--- config.mk ---
export PLATFORM = sky130hd
export DESIGN_NAME = r2w_ptr_sync_status
export DESIGN_NICKNAME = d
export VERILOG_FILES = /design/src/rtl/r2w_ptr_sync_status.sv
export SDC_FILE = /design/constraint.sdc
export NUM_CORES = 1
export LEC_CHECK = 0
export ABC_AREA = 1
export CELL_PAD_IN_SITES_DETAIL_PLACEMENT = 1
export CELL_PAD_IN_SITES_GLOBAL_PLACEMENT = 2
export CORE_UTILIZATION = 25
export CTS_BUF_LIST = sky130_fd_sc_hd__clkbuf_4
export DETAILED_ROUTE_END_ITERATION = 8
export PLACE_DENSITY = 0.86
export SYNTH_ARGS = -nofsm -noshare
export SYNTH_HDL_FRONTEND = slang
export SYNTH_SLANG_ARGS = --single-unit
--- constraint.sdc ---
create_clock -name wrclk -period 3 [get_ports wrclk]
set_input_delay 0.6 -clock wrclk [delete_from_list [all_inputs] [get_ports wrclk]]
set_output_delay 0.6 -clock wrclk [all_outputs]
set_load 0.05 [all_outputs]
--- src/rtl/r2w_ptr_sync_status.sv ---
// Read-to-write Gray pointer synchroniser with registered write-side occupancy/full/almost-full status.
// Define SYNC_GRAY_CHK_EN to build the sticky Gray-step / overflow checker driving sync_err.
module r2w_ptr_sync_status #(
   parameter int ADDR_WIDTH  = 8,
   parameter int SYNC_STAGES = 2
) (
   input  logic                wrclk,
   input  logic                wr_rst,
   input  logic [ADDR_WIDTH:0] rptr_gray,
   input  logic [ADDR_WIDTH:0] wptr_bin,
   input  logic [ADDR_WIDTH:0] afull_level,
   output logic [ADDR_WIDTH:0] rptr_sync,
   output logic [ADDR_WIDTH:0] rptr_sync_bin,
   output logic [ADDR_WIDTH:0] wr_count,
   output logic                wr_full,
   output logic                wr_afull,
   output logic                sync_valid,
   output logic                sync_err
);

   localparam logic [ADDR_WIDTH:0] DEPTH    = {1'b1, {ADDR_WIDTH{1'b0}}};
   localparam logic [2:0]          WARM_MAX = 3'(SYNC_STAGES);

   generate
      if (SYNC_STAGES < 2 || SYNC_STAGES > 4) begin : g_bad_sync_stages
         $error("r2w_ptr_sync_status: SYNC_STAGES must be in 2..4");
      end
   endgenerate

   // Stage 0 is the metastability-catching flop; only the last stage is used downstream.
   logic [SYNC_STAGES-1:0][ADDR_WIDTH:0] sync_q;

   // NOTE: the sync chain is a handful of flops, not a memory, so it is reset with the rest of the state.
   always_ff @(posedge wrclk or posedge wr_rst) begin
      if (wr_rst) begin
         sync_q <= '0;
      end else begin
         // NOTE: non-blocking assignment makes every stage sample the pre-edge value of its predecessor.
         sync_q <= {sync_q[SYNC_STAGES-2:0], rptr_gray};
      end
   end

   assign rptr_sync = sync_q[SYNC_STAGES-1];

   // Each binary bit is the XOR of all Gray bits at or above it.
   always_comb begin
      rptr_sync_bin = '0;
      for (int i = 0; i <= ADDR_WIDTH; i++) begin
         rptr_sync_bin[i] = ^(rptr_sync >> i);
      end
   end

   logic [2:0] warm_cnt;

   always_ff @(posedge wrclk or posedge wr_rst) begin
      if (wr_rst) begin
         warm_cnt <= '0;
      end else if (warm_cnt != WARM_MAX) begin
         warm_cnt <= warm_cnt + 3'd1;
      end
   end

   assign sync_valid = (warm_cnt == WARM_MAX);

   // Modular subtraction absorbs pointer wrap-around on either side.
   logic [ADDR_WIDTH:0] diff;
   assign diff = wptr_bin - rptr_sync_bin;

   always_ff @(posedge wrclk or posedge wr_rst) begin
      if (wr_rst) begin
         wr_count <= '0;
         wr_full  <= 1'b1;
         wr_afull <= 1'b0;
      end else if (!sync_valid) begin
         // Chain still holds reset zeros: keep writers blocked until it is trustworthy.
         wr_count <= '0;
         wr_full  <= 1'b1;
         wr_afull <= 1'b0;
      end else begin
         wr_count <= diff;
         wr_full  <= (diff >= DEPTH);
         wr_afull <= (diff >= afull_level);
      end
   end

`ifdef SYNC_GRAY_CHK_EN
   logic [ADDR_WIDTH:0] rptr_prev;
   logic                multi_step;
   logic                overflow;

   assign multi_step = ($countones(rptr_sync ^ rptr_prev) > 1);
   assign overflow   = (diff > DEPTH);

   always_ff @(posedge wrclk or posedge wr_rst) begin
      if (wr_rst) begin
         rptr_prev <= '0;
         sync_err  <= 1'b0;
      end else begin
         rptr_prev <= rptr_sync;
         if (sync_valid && (multi_step || overflow)) begin
            sync_err <= 1'b1;
         end
      end
   end
`else
   assign sync_err = 1'b0;
`endif

endmodule

Word level (Yosys, flattened, before mapping)

Index checks and enable logic that the tools add are counted.

Register bits after elaboration: 32
Bits in latches: 0
Memory bits (writable): 0
Bits in read-only memories: 0
Bits of input ports: 29
Output and inout port bits: 31
Logic and storage cells: 24
Memories: 0

$add $sub $neg: 2
$mul: 0
Divide/modulo/power cells: 0
Order comparisons: 2
Equal/unequal tests: 2
Shifts and indexed selects: 0
Muxes and demuxes: 3
Bitwise operators: 0
Reduce and logical (&&, ||, !) cells: 9

Operator list:

| kind                                                  | count |
|---|---|
| XOR reduction 9 bit                                   | 9 |
| >= comparator 9 bit                                   | 1 |
| >= comparator 9 bit, second input constant            | 1 |
| two-way mux 9 bit                                     | 1 |
| subtractor 9 bit                                      | 1 |
| adder 3 x 1 -> 3 bit, second input constant           | 1 |
| equality test 3 x 2 -> 1 bit, second input constant   | 1 |
| inequality test 3 x 2 -> 1 bit, second input constant | 1 |
| two-way mux 1 bit                                     | 2 |

Depth between registers and ports, before layout

Depth after elaboration: 4
Gate-level depth with buffers: 26
Mapped depth without buffers: 26

Least setup slack after synthesis

OpenSTA, ideal clock, no wires.

Kind: flip-flop to flip-flop
Start: register sync_q, in the netlist rptr_sync[8]
End: register wr_afull
Library setup time: 0.120 ns
Arrival time: 4.469 ns
Data required time: 2.880 ns
Slack: -1.589 ns
Stages on the path, launching flop included: 26
Path buffers: 0
Clock period less this slack: 4.589 ns
Cells stage by stage: dfrtp_1 -> inv_2 -> nand2_4 -> nand3_1 -> nand2_2 -> xor2_1 -> xor2_1 -> ha_1 -> inv_1 -> ha_1 -> inv_1 -> nand2_1 -> nand2_2 -> nand2_1 -> inv_1 -> ha_1 -> a21oi_1 -> o211ai_1 -> nand3_1 -> nand2_1 -> nand3_1 -> nand2_1 -> a21oi_1 -> nor2_1 -> o21ai_0 -> inv_1

Word-level cells in the longest chain between the ends: 4
Elaborated cells between the ends (all ways): 12
Classes of those cells: add/sub (1); order compare (1); mux (1); reduce/logical (9)

Ends and longest elaborated chain:

| element                | line | text |
|---|---|---|
| start, declared        | 31   | `logic [SYNC_STAGES-1:0][ADDR_WIDTH:0] sync_q;` |
| start signal, assigned | 39   | `sync_q <= {sync_q[SYNC_STAGES-2:0], rptr_gray};` |
| XOR reduction 9 bit    | 49   | `rptr_sync_bin[i] = ^(rptr_sync >> i);` |
| via rptr_sync_bin[6]   | 13   | `output logic [ADDR_WIDTH:0] rptr_sync_bin,` |
| subtractor 9 bit       | 67   | `assign diff = wptr_bin - rptr_sync_bin;` |
| >= comparator 9 bit    | 82   | `wr_afull <= (diff >= afull_level);` |
| two-way mux 1 bit      | 74   | `end else if (!sync_valid) begin` |
| end signal, assigned   | 82   |  |
| end, declared          | 16   | `output logic wr_afull,` |

The timed path passes the listed nets, and every way through them passes these cells.
A chain may end at the register's enable or synchronous reset.

Final worst setup path

Start: register sync_q, in the netlist rptr_sync[8]
End: register wr_afull

Word-level cells in the longest chain between the ends: 4
Elaborated cells between the ends (all ways): 12
Classes of those cells: add/sub (1); order compare (1); mux (1); reduce/logical (9)

Ends and longest elaborated chain:

| element               | line |
|---|---|
| XOR reduction 9 bit   | 49 |
| subtractor 9 bit *    | 67 |
| >= comparator 9 bit * | 82 |
| two-way mux 1 bit *   | 74 |

Mark *: on every way between the ends. The rest lies on a longest branch, timed or not.

==> results.py <==
metrics = {
    "placement": {
        "portBuffers": 58,
        "place_area_mm2": 0.00316,
        "gp_congestion": 0.756,
        "hpwlAfterDp_mm": 4.91,
    },
    "finish": {
        "drive_gt1_frac": 0.334,
        "multi_input_area_mm2": 0.00131,
        "nNetsFinal": 409,
        "area.growth.synth_to_final_pct": 53.7,
        "final_area_mm2": 0.00334,
        "register_area_um2": 806,
        "antenna_cells": 0,
        "nFillCells": 983,
    },
    "worst_setup_path": {
        "critPathMaxFanout": 4,
        "path_class": "reg -> reg",
        "worstSetupStartpointType": "flop",
        "endpoint_kind": "flop",
        "crit_arrival_ps": 3250,
        "max_stage_delay_ps": 490,
        "critPathSlowestCell": "dfrtp_2",
        "r2r_cells": 25,
        "cp.required_ps": 3250,
    },
    "grt": {
        "first_global_vias": 2065,
        "grt.total_usage": 0.137,
        "grt_pass1_wl_mm": 9.44,
        "grt_max_degree": 16,
        "grt.overflow.total": 0,
        "antenna_found_initial": 0,
    },
    "routing": {
        "drt_iter0_drc": 39,
        "antenna_left": 0,
        "dr_wl_met2_mm": 2.99,
        "dr.max_layer_used": "met4",
        "met3_wirelength_um": 259,
        "dr.pass1.iters": 4,
        "via_per_inst": 4.20,
        "routed_wl_mm": 5.83,
        "drcViolationCount": 0,
        "drt-met1-wl_mm": 2.50,
        "wire_per_inst_um": 12.4,
        "vias": 1973,
    },
    "clock_tree": {
        "clk_transition_reported_paths_ps": 110,
        "clkLatencyLatePin_ps": 340,
        "cts.path.max_buffers": 2,
        "htree_levels": 2,
        "ctsHoldBuffers": 0,
        "cts_tree": "built",
        "clkSinkCount": 32,
        "cts_buffers": 5,
        "cts_root_buf": "clkbuf_4",
    },
    "synth": {
        "synth_top_area_share": 0.357,
        "synth_fa_ha_area_frac": 0.0921,
        "syn-instance-count": 273,
        "mappedNetlistArea_mm2": 0.00217,
        "yosys.cell_types.count": 27,
        "synth_xor_area_frac": 0.0397,
        "synth_mux_area_frac": 0,
        "synth-seq-cells": 32,
        "synth_top_family_by_area": "simple AND/OR/NAND/NOR gates",
        "yosys.area_share.simple": 0.341,
        "synth_area_leaders": "dfrtp_1 (36%), nand2_1 (12%), ha_1 (9.2%)",
        "synth.avg_cell_area_um2": 7.97,
        "synth_nets": 318,
        "yosys_warnings": 0,
        "yosysTopAreaCell": "dfrtp_1",
        "synth_compound_area_frac": 0.0380,
        "ys_seq_area_frac": 0.369,
    },
    "sta": {
        "grt_setup_unrepaired": "yes",
        "clock_skew_ps": 7.44,
        "hold_violations": 0,
        "achievable-frequency_mhz": 333,
        "finalSetupViolations": 1,
        "post-route-period-util": 1.00,
        "maxSlewHeadroom": 0.661,
        "finalCriticalPeriod_ps": 3010,
        "slew_violations": 0,
        "tightest_slew_ps": 508,
        "setup_slack_ps": -5.11,
    },
    "job": {
        "cap_violations": 0,
    },
    "die": {
        "ios": 60,
        "die_area_mm2": 0.00908,
        "start_util": 0.262,
        "core_area_mm2": 0.00830,
        "rows": 33,
        "die_y_um": 95.3,
        "fp.dieW_um": 95.3,
    },
    "status": {
        "violations": "setup timing",
        "status": "complete, but fails checks",
    },
    "hold_path": {
        "worstHoldPathType": "reg -> reg",
        "holdPathStages": 0,
    },
    "pwr": {
        "p_total_mw": 1.77,
        "power_density_mw_per_mm2": 530,
        "peakVddDrop_mv": 0.217,
        "power_leakage_nw": 1.71,
    },
}
-- placed cells by master, fill, tap and decap left out, types with 3 or more instances in the layout --
master	synthesis	final
a21oi_1	7	4
a21oi_2	1	4
buf_4	11	37
clkbuf_4	0	5
clkdlybuf4s50_1	0	53
dfrtp_1	31	28
dfrtp_2	0	3
dlygate4sd2_1	0	3
ha_1	16	11
ha_4	0	3
inv_1	39	36
inv_2	8	9
nand2_1	72	66
nand2_2	19	20
nand2_4	10	14
nand3_1	14	11
nand3_2	7	8
nor2_1	11	10
nor2_2	2	3
o21ai_0	5	4
xor2_1	6	3
xor2_4	0	3
-- worst max-delay path: cells and delay by family (launching register included) --
kind	cells	cell delay, ps
XOR/XNOR	2	390
AO/OA/AOI/OAI	4	460
flip-flops	1	490
adder cells (fa/ha/maj)	3	540
AND/OR/NAND/NOR	11	730
buffers and inverters	5	300
-- power breakdown --
part	total (mW)	switching [mW]	internal, mW
combinational	1.01	0.609	0.403
sequential	0.517	0.0253	0.491
clock	0.243	0.157	0.0859
-- layer usage --
| layer | up-vias | GRT usage |
|---|---|---|
| met5 | - | 0 |
| met4 | 0 | 0.0492 |
| met3 | 8 | 0.0239 |
| met2 | 36 | 0.251 |
| met1 | 926 | 0.158 |
| li1 | 1003 | - |
-- synthesized netlist by cell type --
| cell type | n |
|---|---|
| o211ai_1 | 1 |
| dfstp_2 | 1 |
| inv_2 | 8 |
| a21oi_1 | 7 |
| o21ai_0 | 5 |
| nand3_1 | 14 |
| nor3_2 | 1 |
| ha_1 | 16 |
| nand2_2 | 19 |
| nand3_2 | 7 |
| nor2_2 | 2 |
| nor3_1 | 2 |
| buf_4 | 11 |
| nand2_4 | 10 |
| nand2_1 | 72 |
| conb_1 | 1 |
| and2_1 | 1 |
| nand4_1 | 2 |
| inv_1 | 39 |
| dfrtp_1 | 31 |
| nor2_1 | 11 |
| or2_1 | 1 |
| xor2_2 | 1 |
| a21oi_2 | 1 |
| a31oi_1 | 1 |
| xnor2_1 | 2 |
| xor2_1 | 6 |
-- per-stage QoR --
stage	instances	setup slack [ps]	util	TNS (ps)	hold WS, ps
2_1_floorplan	273	-541	-	-541	331
3_3_place_gp	457	-2.99	0.381	-2.99	333
3_5_place_dp	457	-153	0.381	-153	336
4_1_cts	465	-72.6	0.390	-72.6	361
5_1_grt	470	-201	0.403	-201	374
6_report	470	-5.11	0.403	-5.11	359
-- registers in the layout (all words and copies together) (netlist names) --
name / count
wr_full: 1
wr_count: 9
rptr_sync: 9
warm_cnt: 3
wr_afull: 1
sync_q: 9
-- cell families after synthesis --
kind of cell	Yosys count
other cells	1
flops	32
simple gates	142
xor+xnor	9
fa+ha+maj	16
compound gates	15
buf+inv	58
-- cell type report --
| type | instances | share of cell area |
|---|---|---|
| clock buffer | 5 | 0.0112 |
| clock inverter | 3 | 0.00412 |
| sequential | 32 | 0.241 |
| multi-input combinational | 183 | 0.390 |
| timing repair buffer | 95 | 0.259 |
| inverter | 47 | 0.0543 |
| tap | 105 | 0.0393 |
-- repair_timing --
action,in CTS,in global routing
pin swaps,5,12
resized for setup,9,17
setup endpoints to repair,5,2
setup buffers,0,5
hold endpoints to repair,0,0
cloned,0,0
-- path summary, 6_finish.rpt --
check	from	to	slack, ps
min reg2reg	sync_q[6]$_DFF_PP0_	rptr_sync[6]$_DFF_PP0_	360
max	rptr_sync[8]$_DFF_PP0_	wr_afull$_DFF_PP0_	-5
max reg2reg	rptr_sync[8]$_DFF_PP0_	wr_afull$_DFF_PP0_	-5
max in group asynchronous	wr_rst	wr_full$_DFF_PP1_	1820
min	sync_q[6]$_DFF_PP0_	rptr_sync[6]$_DFF_PP0_	360
min in group asynchronous	wr_rst	rptr_sync[5]$_DFF_PP0_	550
Note: power is estimated with default switching activity, not from simulation.
